===== src/rtl/bg_screen_ctrl_pkg.sv =====
// Shared types and constants for the background screen controller.
package bg_pkg;

   typedef enum logic [1:0] {
      MENU   = 2'd0,
      LEVEL  = 2'd1,
      PLAY   = 2'd2,
      RESULT = 2'd3
   } screen_t;

   localparam logic [7:0] KEY_ENTER = 8'h28;
   localparam logic [7:0] KEY_ESC   = 8'h29;
   localparam logic [7:0] KEY_DOWN  = 8'h51;
   localparam logic [7:0] KEY_UP    = 8'h52;

   localparam int BG_W  = 320;
   localparam int BG_H  = 240;
   localparam int VIS_W = 640;
   localparam int VIS_H = 480;

endpackage


===== src/rtl/bg_screen_ctrl_if.sv =====
// VGA coordinate, event, ROM and pixel signals between the controller and its surroundings.
interface bg_screen_ctrl_if;

   logic [9:0]  DrawX;
   logic [9:0]  DrawY;
   logic        frame_start;
   logic        key_valid;
   logic [7:0]  keycode;
   logic        game_over;
   logic [11:0] menu_pic;
   logic [11:0] level_pic;
   logic [11:0] result_pic;
   logic [9:0]  ADDR_X;
   logic [9:0]  ADDR_Y;
   logic [11:0] bg_pixel;
   logic        bg_valid;
   logic [1:0]  screen;
   logic [1:0]  level_sel;
   logic        start_game;

   modport slave (
      input  DrawX, DrawY, frame_start, key_valid, keycode, game_over,
             menu_pic, level_pic, result_pic,
      output ADDR_X, ADDR_Y, bg_pixel, bg_valid, screen, level_sel, start_game
   );

   modport master (
      output DrawX, DrawY, frame_start, key_valid, keycode, game_over,
             menu_pic, level_pic, result_pic,
      input  ADDR_X, ADDR_Y, bg_pixel, bg_valid, screen, level_sel, start_game
   );

endinterface


===== src/rtl/bg_fade_unit.sv =====
// Fade-in ramp: frame counter restarted on each screen change, scaling every RGB444 channel.
module bg_fade_unit #(
   parameter int FADE_FRAMES = 16
) (
   input  logic        clk_i,
   input  logic        rst_ni,
   input  logic        frame_start_i,
   input  logic        restart_i,
   input  logic [11:0] pix_i,
   output logic [11:0] pix_o
);

   localparam logic [3:0] CNT_MAX = 4'(FADE_FRAMES - 1);
   localparam int         SH      = 4 - $clog2(FADE_FRAMES);

   logic [3:0] cnt_q, cnt_d, k;

   always_comb begin
      cnt_d = cnt_q;
      if (restart_i)                              cnt_d = '0;
      else if (frame_start_i && cnt_q != CNT_MAX) cnt_d = cnt_q + 4'd1;
   end

   always_ff @(posedge clk_i or negedge rst_ni) begin
      if (!rst_ni) cnt_q <= '0;
      else         cnt_q <= cnt_d;
   end

   // Saturation forces full scale so the last step is exactly the ROM data.
   assign k = (cnt_q == CNT_MAX) ? 4'hF : 4'(cnt_q << SH);

   for (genvar c = 0; c < 3; c++) begin : g_ch
      logic [7:0] prod;
      assign prod = {4'd0, pix_i[c*4 +: 4]} * ({4'd0, k} + 8'd1);
      assign pix_o[c*4 +: 4] = prod[7:4];
   end

endmodule


===== src/rtl/bg_screen_ctrl.sv =====
// Screen sequencer, ROM address mapper and 2-cycle background pixel selector.
// Optional fade-in ramp on screen changes when BG_FADE_EN is defined.
module bg_screen_ctrl
   import bg_pkg::*;
#(
   parameter int FADE_FRAMES = 16
) (
   input  logic            Clk,
   input  logic            Reset_n,
   bg_screen_ctrl_if.slave bus
);

   screen_t    scr_q, scr_d, pend_scr_q, pend_scr_d, req_scr, scr_pipe_q;
   logic       pend_q, pend_d, req, commit;
   logic [1:0] lvl_q, lvl_d;
   logic       start_q, start_d;
   logic       vis, show, is_enter, is_esc;
   logic [1:0] vld_pipe_q;
   logic [11:0] raw, faded, pix_q, pix_d;

   assign is_enter = bus.key_valid && bus.keycode == KEY_ENTER;
   assign is_esc   = bus.key_valid && bus.keycode == KEY_ESC;

   always_comb begin
      req     = 1'b0;
      req_scr = scr_q;
      unique case (scr_q)
         MENU:   if (is_enter) begin req = 1'b1; req_scr = LEVEL; end
         LEVEL:  if (is_enter) begin req = 1'b1; req_scr = PLAY; end
                 else if (is_esc) begin req = 1'b1; req_scr = MENU; end
         PLAY:   if (bus.game_over) begin req = 1'b1; req_scr = RESULT; end
         RESULT: if (is_enter || is_esc) begin req = 1'b1; req_scr = MENU; end
         default: ;
      endcase
   end

   // Only an already-pending request commits; one raised on the frame_start cycle waits a frame.
   assign commit = bus.frame_start && pend_q;

   always_comb begin
      scr_d      = scr_q;
      pend_d     = pend_q;
      pend_scr_d = pend_scr_q;
      lvl_d      = lvl_q;
      start_d    = commit && pend_scr_q == PLAY;
      if (commit) begin
         scr_d  = pend_scr_q;
         pend_d = 1'b0;
         if (pend_scr_q == MENU) lvl_d = '0;
      end else if (req && !pend_q) begin
         pend_d     = 1'b1;
         pend_scr_d = req_scr;
      end
      if (scr_q == LEVEL && !pend_q && bus.key_valid) begin
         if (bus.keycode == KEY_UP && lvl_q != 2'd0)        lvl_d = lvl_q - 2'd1;
         else if (bus.keycode == KEY_DOWN && lvl_q != 2'd2) lvl_d = lvl_q + 2'd1;
      end
   end

   always_ff @(posedge Clk or negedge Reset_n) begin
      if (!Reset_n) begin
         scr_q      <= MENU;
         pend_q     <= 1'b0;
         pend_scr_q <= MENU;
         lvl_q      <= '0;
         start_q    <= 1'b0;
      end else begin
         scr_q      <= scr_d;
         pend_q     <= pend_d;
         pend_scr_q <= pend_scr_d;
         lvl_q      <= lvl_d;
         start_q    <= start_d;
      end
   end

   assign vis        = bus.DrawX < 10'(VIS_W) && bus.DrawY < 10'(VIS_H);
   assign bus.ADDR_X = vis ? bus.DrawX / 10'(VIS_W / BG_W) : '0;
   assign bus.ADDR_Y = vis ? bus.DrawY / 10'(VIS_H / BG_H) : '0;

   always_comb begin
      raw = '0;
      unique case (scr_pipe_q)
         MENU:    raw = bus.menu_pic;
         LEVEL:   raw = bus.level_pic;
         RESULT:  raw = bus.result_pic;
         default: raw = '0;
      endcase
   end

   assign show  = vld_pipe_q[0] && scr_pipe_q != PLAY;

`ifdef BG_FADE_EN
   bg_fade_unit #(.FADE_FRAMES(FADE_FRAMES)) u_fade (
      .clk_i        (Clk),
      .rst_ni       (Reset_n),
      .frame_start_i(bus.frame_start),
      .restart_i    (commit),
      .pix_i        (raw),
      .pix_o        (faded)
   );
`else
   assign faded = raw;
`endif

   assign pix_d = show ? faded : '0;

   // Stage 0 lines up screen/visibility with the ROM read, stage 1 is the output register.
   always_ff @(posedge Clk or negedge Reset_n) begin
      if (!Reset_n) begin
         vld_pipe_q <= '0;
         scr_pipe_q <= MENU;
         pix_q      <= '0;
      end else begin
         vld_pipe_q <= {show, vis};
         scr_pipe_q <= scr_q;
         pix_q      <= pix_d;
      end
   end

   assign bus.bg_pixel   = pix_q;
   assign bus.bg_valid   = vld_pipe_q[1];
   assign bus.screen     = scr_q;
   assign bus.level_sel  = lvl_q;
   assign bus.start_game = start_q;

endmodule


===== src/flat_wrapper.sv =====
// flat-port wrapper written by rule: the top's interface ports become plain ports
module bg_screen_ctrl_flat import bg_pkg::*;
#(
   parameter int FADE_FRAMES = 16
)
  (Clk, Reset_n, bus_DrawX, bus_DrawY, bus_frame_start, bus_key_valid, bus_keycode, bus_game_over, bus_menu_pic, bus_level_pic, bus_result_pic, bus_ADDR_X, bus_ADDR_Y, bus_bg_pixel, bus_bg_valid, bus_screen, bus_level_sel, bus_start_game);
  bg_screen_ctrl_if bus_i ();
  input  logic Clk;
  input  logic Reset_n;
  input wire logic [$bits(bus_i.DrawX)-1:0] bus_DrawX;
  input wire logic [$bits(bus_i.DrawY)-1:0] bus_DrawY;
  input wire logic [$bits(bus_i.frame_start)-1:0] bus_frame_start;
  input wire logic [$bits(bus_i.key_valid)-1:0] bus_key_valid;
  input wire logic [$bits(bus_i.keycode)-1:0] bus_keycode;
  input wire logic [$bits(bus_i.game_over)-1:0] bus_game_over;
  input wire logic [$bits(bus_i.menu_pic)-1:0] bus_menu_pic;
  input wire logic [$bits(bus_i.level_pic)-1:0] bus_level_pic;
  input wire logic [$bits(bus_i.result_pic)-1:0] bus_result_pic;
  output wire logic [$bits(bus_i.ADDR_X)-1:0] bus_ADDR_X;
  output wire logic [$bits(bus_i.ADDR_Y)-1:0] bus_ADDR_Y;
  output wire logic [$bits(bus_i.bg_pixel)-1:0] bus_bg_pixel;
  output wire logic [$bits(bus_i.bg_valid)-1:0] bus_bg_valid;
  output wire logic [$bits(bus_i.screen)-1:0] bus_screen;
  output wire logic [$bits(bus_i.level_sel)-1:0] bus_level_sel;
  output wire logic [$bits(bus_i.start_game)-1:0] bus_start_game;
  assign bus_i.DrawX = bus_DrawX;
  assign bus_i.DrawY = bus_DrawY;
  assign bus_i.frame_start = bus_frame_start;
  assign bus_i.key_valid = bus_key_valid;
  assign bus_i.keycode = bus_keycode;
  assign bus_i.game_over = bus_game_over;
  assign bus_i.menu_pic = bus_menu_pic;
  assign bus_i.level_pic = bus_level_pic;
  assign bus_i.result_pic = bus_result_pic;
  assign bus_ADDR_X = bus_i.ADDR_X;
  assign bus_ADDR_Y = bus_i.ADDR_Y;
  assign bus_bg_pixel = bus_i.bg_pixel;
  assign bus_bg_valid = bus_i.bg_valid;
  assign bus_screen = bus_i.screen;
  assign bus_level_sel = bus_i.level_sel;
  assign bus_start_game = bus_i.start_game;
  bg_screen_ctrl #(.FADE_FRAMES(FADE_FRAMES)) u_core (.Clk(Clk), .Reset_n(Reset_n), .bus(bus_i));
endmodule

===== config.mk =====
export PLATFORM = sky130hd
export DESIGN_NAME = bg_screen_ctrl_flat
export DESIGN_NICKNAME = d
export VERILOG_FILES = /design/src/rtl/bg_screen_ctrl_pkg.sv /design/src/rtl/bg_screen_ctrl_if.sv /design/src/rtl/bg_fade_unit.sv /design/src/rtl/bg_screen_ctrl.sv /design/src/flat_wrapper.sv
export SDC_FILE = /design/constraint.sdc
export NUM_CORES = 1
export LEC_CHECK = 0
export ABC_CLOCK_PERIOD_IN_PS = 3300
export CORE_ASPECT_RATIO = 0.9
export CORE_MARGIN = 4
export CORE_UTILIZATION = 50
export CTS_BUF_LIST = sky130_fd_sc_hd__clkbuf_8
export DETAILED_ROUTE_END_ITERATION = 10
export DONT_BUFFER_PORTS = 1
export GPL_TIMING_DRIVEN = 0
export REMOVE_ABC_BUFFERS = 1
export SYNTH_ARGS = -nofsm -noshare
export SYNTH_HDL_FRONTEND = slang
export SYNTH_HIERARCHICAL = 1
export SYNTH_SLANG_ARGS = --single-unit

===== constraint.sdc =====
create_clock -name Clk -period 3.3 [get_ports Clk]
set_input_delay 0.66 -clock Clk [delete_from_list [all_inputs] [get_ports Clk]]
set_output_delay 0.66 -clock Clk [all_outputs]
set_load 0.1 [all_outputs]

==> results_dict.tcl <==
set metrics [dict create \
    status "completed" \
    ys_async_sr_fraction_pct 100 \
    gp_congestion 0.834 \
    clk_pin_slew_worst_paths_ns 0.08 \
    io_pins 107 \
    drt-vias-per-instance 5.59 \
    fillers 254 \
    cts.sinks 24 \
    netlist_area_um2 1440 \
    fin_area_um2 1510 \
    leakage_nw 0.648 \
    synth_warnings 6 \
    area.sequential_um2 601 \
    io_buffers 0 \
    crit_family "simple AND/OR/NAND/NOR gates" \
    post_cts_resized 0 \
    hold_viol 0 \
    fmax_ghz 0.365 \
    netlist_instances 153 \
    synth_edf_count 0 \
    synth_flop_cell "dfrtp_1" \
    startpoint_type "input port" \
    critPathArrivalTime_ns 2.08 \
    grt_pass1_vias 1062 \
    synth_area_leaders "dfrtp_1 (42%), and2_1 (13%), mux2i_1 (8.3%), o21ai_0 (5.6%), nand2_1 (3.9%)" \
    cts_hold_buf 0 \
    post-route-period-util_pct 83.0 \
    drc 0 \
    dp_hpwl_mm 2.54 \
    insertion_delay_ns 0.26 \
    syn2layout_area_growth_pct 4.77 \
    initial_core_util_pct 52.5 \
    grt_pass1_wl_mm 4.75 \
    timing.max_cap.violations 0 \
    die-area_um2 3810 \
    criticalPathCategory "input port to primary output" \
    overflow 0 \
    grt_max_degree 25 \
    critPathBufInv 0 \
    yosys-top-cells-count "and2_1 (31), dfrtp_1 (24), o21ai_0 (16)" \
    tns_ns 0 \
    yosysSeqAreaShare_pct 41.6 \
    cts_tree "yes" \
    slew_violations 0 \
    dr_total_vias 1057 \
    yosysTopAreaCell "dfrtp_1" \
    core_um2 2750 \
    rsz0062_at_grt "no" \
    die_w_um 64.6 \
    cpMaxStageDelayCell "and2_1" \
    drt-initial-drc-count 25 \
    diodes 0 \
    num_rows 18 \
    crit_required_ns 2.64 \
    multi_input_area_um2 778 \
    h-tree-depth 1 \
    dr.pass1.iters 3 \
    critPathMaxStageDelay_ns 0.86 \
    setup_viol 0 \
    wl_mm 3.07 \
    cts-root-buf "clkbuf_8" \
    path_cells "o21ai_0 -> nand2_1 -> nor2_2 -> and2_1" \
    grt.total_usage_pct 16.4 \
    synth_cell_types 36 \
    postCtsSetupRepairBufs 0 \
    synth_top_area_share_pct 41.6 \
    relSlewSlack_pct 24.8 \
    crit_path_max_fanout 18 \
    clk_path_buf_depth 2 \
    end_kind "primary output" \
    die_y_um 59.0 \
    place_area_um2 1440 \
    antenna_found_initial 0 \
    finalClockSkew_ns 0.00716 \
    detail_route.wl_per_cell_um 16.2 \
    drive_gt1_share_pct 8.05 \
    cts_inserted_buffers 3 \
    powerDensity_nw_per_um2 900 \
    irDropWorstVdd_mv 0.595 \
    worstHoldPathType "input port to async pin" \
    yosysMostFrequentCell "and2_1" \
    syn_avg_cell_area_um2 9.43 \
    num-nets-final 221 \
    post-route-min-period_ns 2.74 \
    worstMarginPinSlew_ns 1.13 \
    ant_nets 0 \
    synth_seq_cells 24 \
]
## registers in the layout, indices dropped and copies added (netlist names)
| name | count |
|---|---|
| u_core/bus.screen | 2 |
| u_core/bus.bg_pixel | 12 |
| u_core/bus.level_sel | 2 |
| u_core/scr_pipe_q | 2 |
| u_core/bus.start_game | 1 |
| u_core/pend_scr_q | 2 |
| u_core/pend_q | 1 |
| u_core/vld_pipe_q | 2 |
## metrics by stage
stage	util, %	setup WS [ns]	total power [mW]	hold slack (ns)	instances
after floorplan	-	0.696	1.06	0.364	145
final	55.0	0.561	1.36	0.0805	189
after global routing	55.0	0.418	1.44	0.0549	189
after global placement	52.4	0.577	1.12	0.365	185
after detailed placement	52.4	0.546	1.13	0.365	185
after CTS	55.0	0.548	1.38	0.0704	189
## per-layer routing
metal | vias up | global-route usage (%) | wire length, um
met5 | - | 0 | 0
met4 | 0 | 4.52 | 40
met3 | 4 | 6.68 | 327
met2 | 64 | 30.4 | 1630
met1 | 483 | 17.1 | 1070
li1 | 506 | - | -
## final cells by class
cell class                      instances  area share, %
Clock buffer                            3           2.73
Clock inverter                          1           1.99
Inverter                                3          0.745
Multi-Input combinational cell        118           51.5
Sequential cell                        24           39.7
Tap cell                               40           3.31
## final timing paths
| check | start | to | slack [ns] | cells past startpoint |
|---|---|---|---|---|
| setup / recovery | bus_DrawX[8] | bus_ADDR_X[4] | 0.56 | 4 |
| hold / removal | Reset_n | u_core/bus.bg_pixel[10]$_DFF_PN0_ | 0.08 | 0 |
| setup reg to reg | u_core/bus.level_sel[0]$_DFF_PN0_ | u_core/bus.level_sel[1]$_DFF_PN0_ | 1.07 | 6 |
| hold reg to reg | u_core/pend_scr_q[0]$_DFFE_PN0P_ | u_core/bus.start_game$_DFF_PN0_ | 0.51 | 1 |
| max in group asynchronous | Reset_n | u_core/bus.screen[0]$_DFFE_PN0P_ | 3.14 | 0 |
| min in group Clk | u_core/pend_scr_q[0]$_DFFE_PN0P_ | u_core/bus.start_game$_DFF_PN0_ | 0.51 | 1 |
## cell families (layout without fill, tap and decap cells)
family / Yosys count / after routing / share of synthesized area, %
simple gates: 74 / 74 / 31.4
flops: 24 / 24 / 41.6
other cells: 1 / 3 / 0.260
mux: 14 / 14 / 9.89
buf+inv: 13 / 7 / 4.94
fa+ha+maj: 2 / 2 / 1.73
compound gates: 25 / 25 / 10.1
## power breakdown
part           switching (mW)  total, mW  internal [mW]
Combinational           0.184      0.321          0.137
Sequential              0.433      0.791          0.358
Clock                  0.0852      0.247          0.162
## layout by cell type (no fill, tap or decap), drive strengths merged, types with 3 or more instances in the layout
cell | Yosys | final
and2 | 31 | 31
dfrtp | 24 | 24
o21ai | 16 | 16
nand2 | 16 | 16
mux2i | 12 | 12
nor2 | 7 | 7
nor3b | 6 | 6
clkbuf | 2 | 3
inv | 3 | 3
nor2b | 3 | 3
conb | 1 | 3
Power figures use the tool's default switching activity.
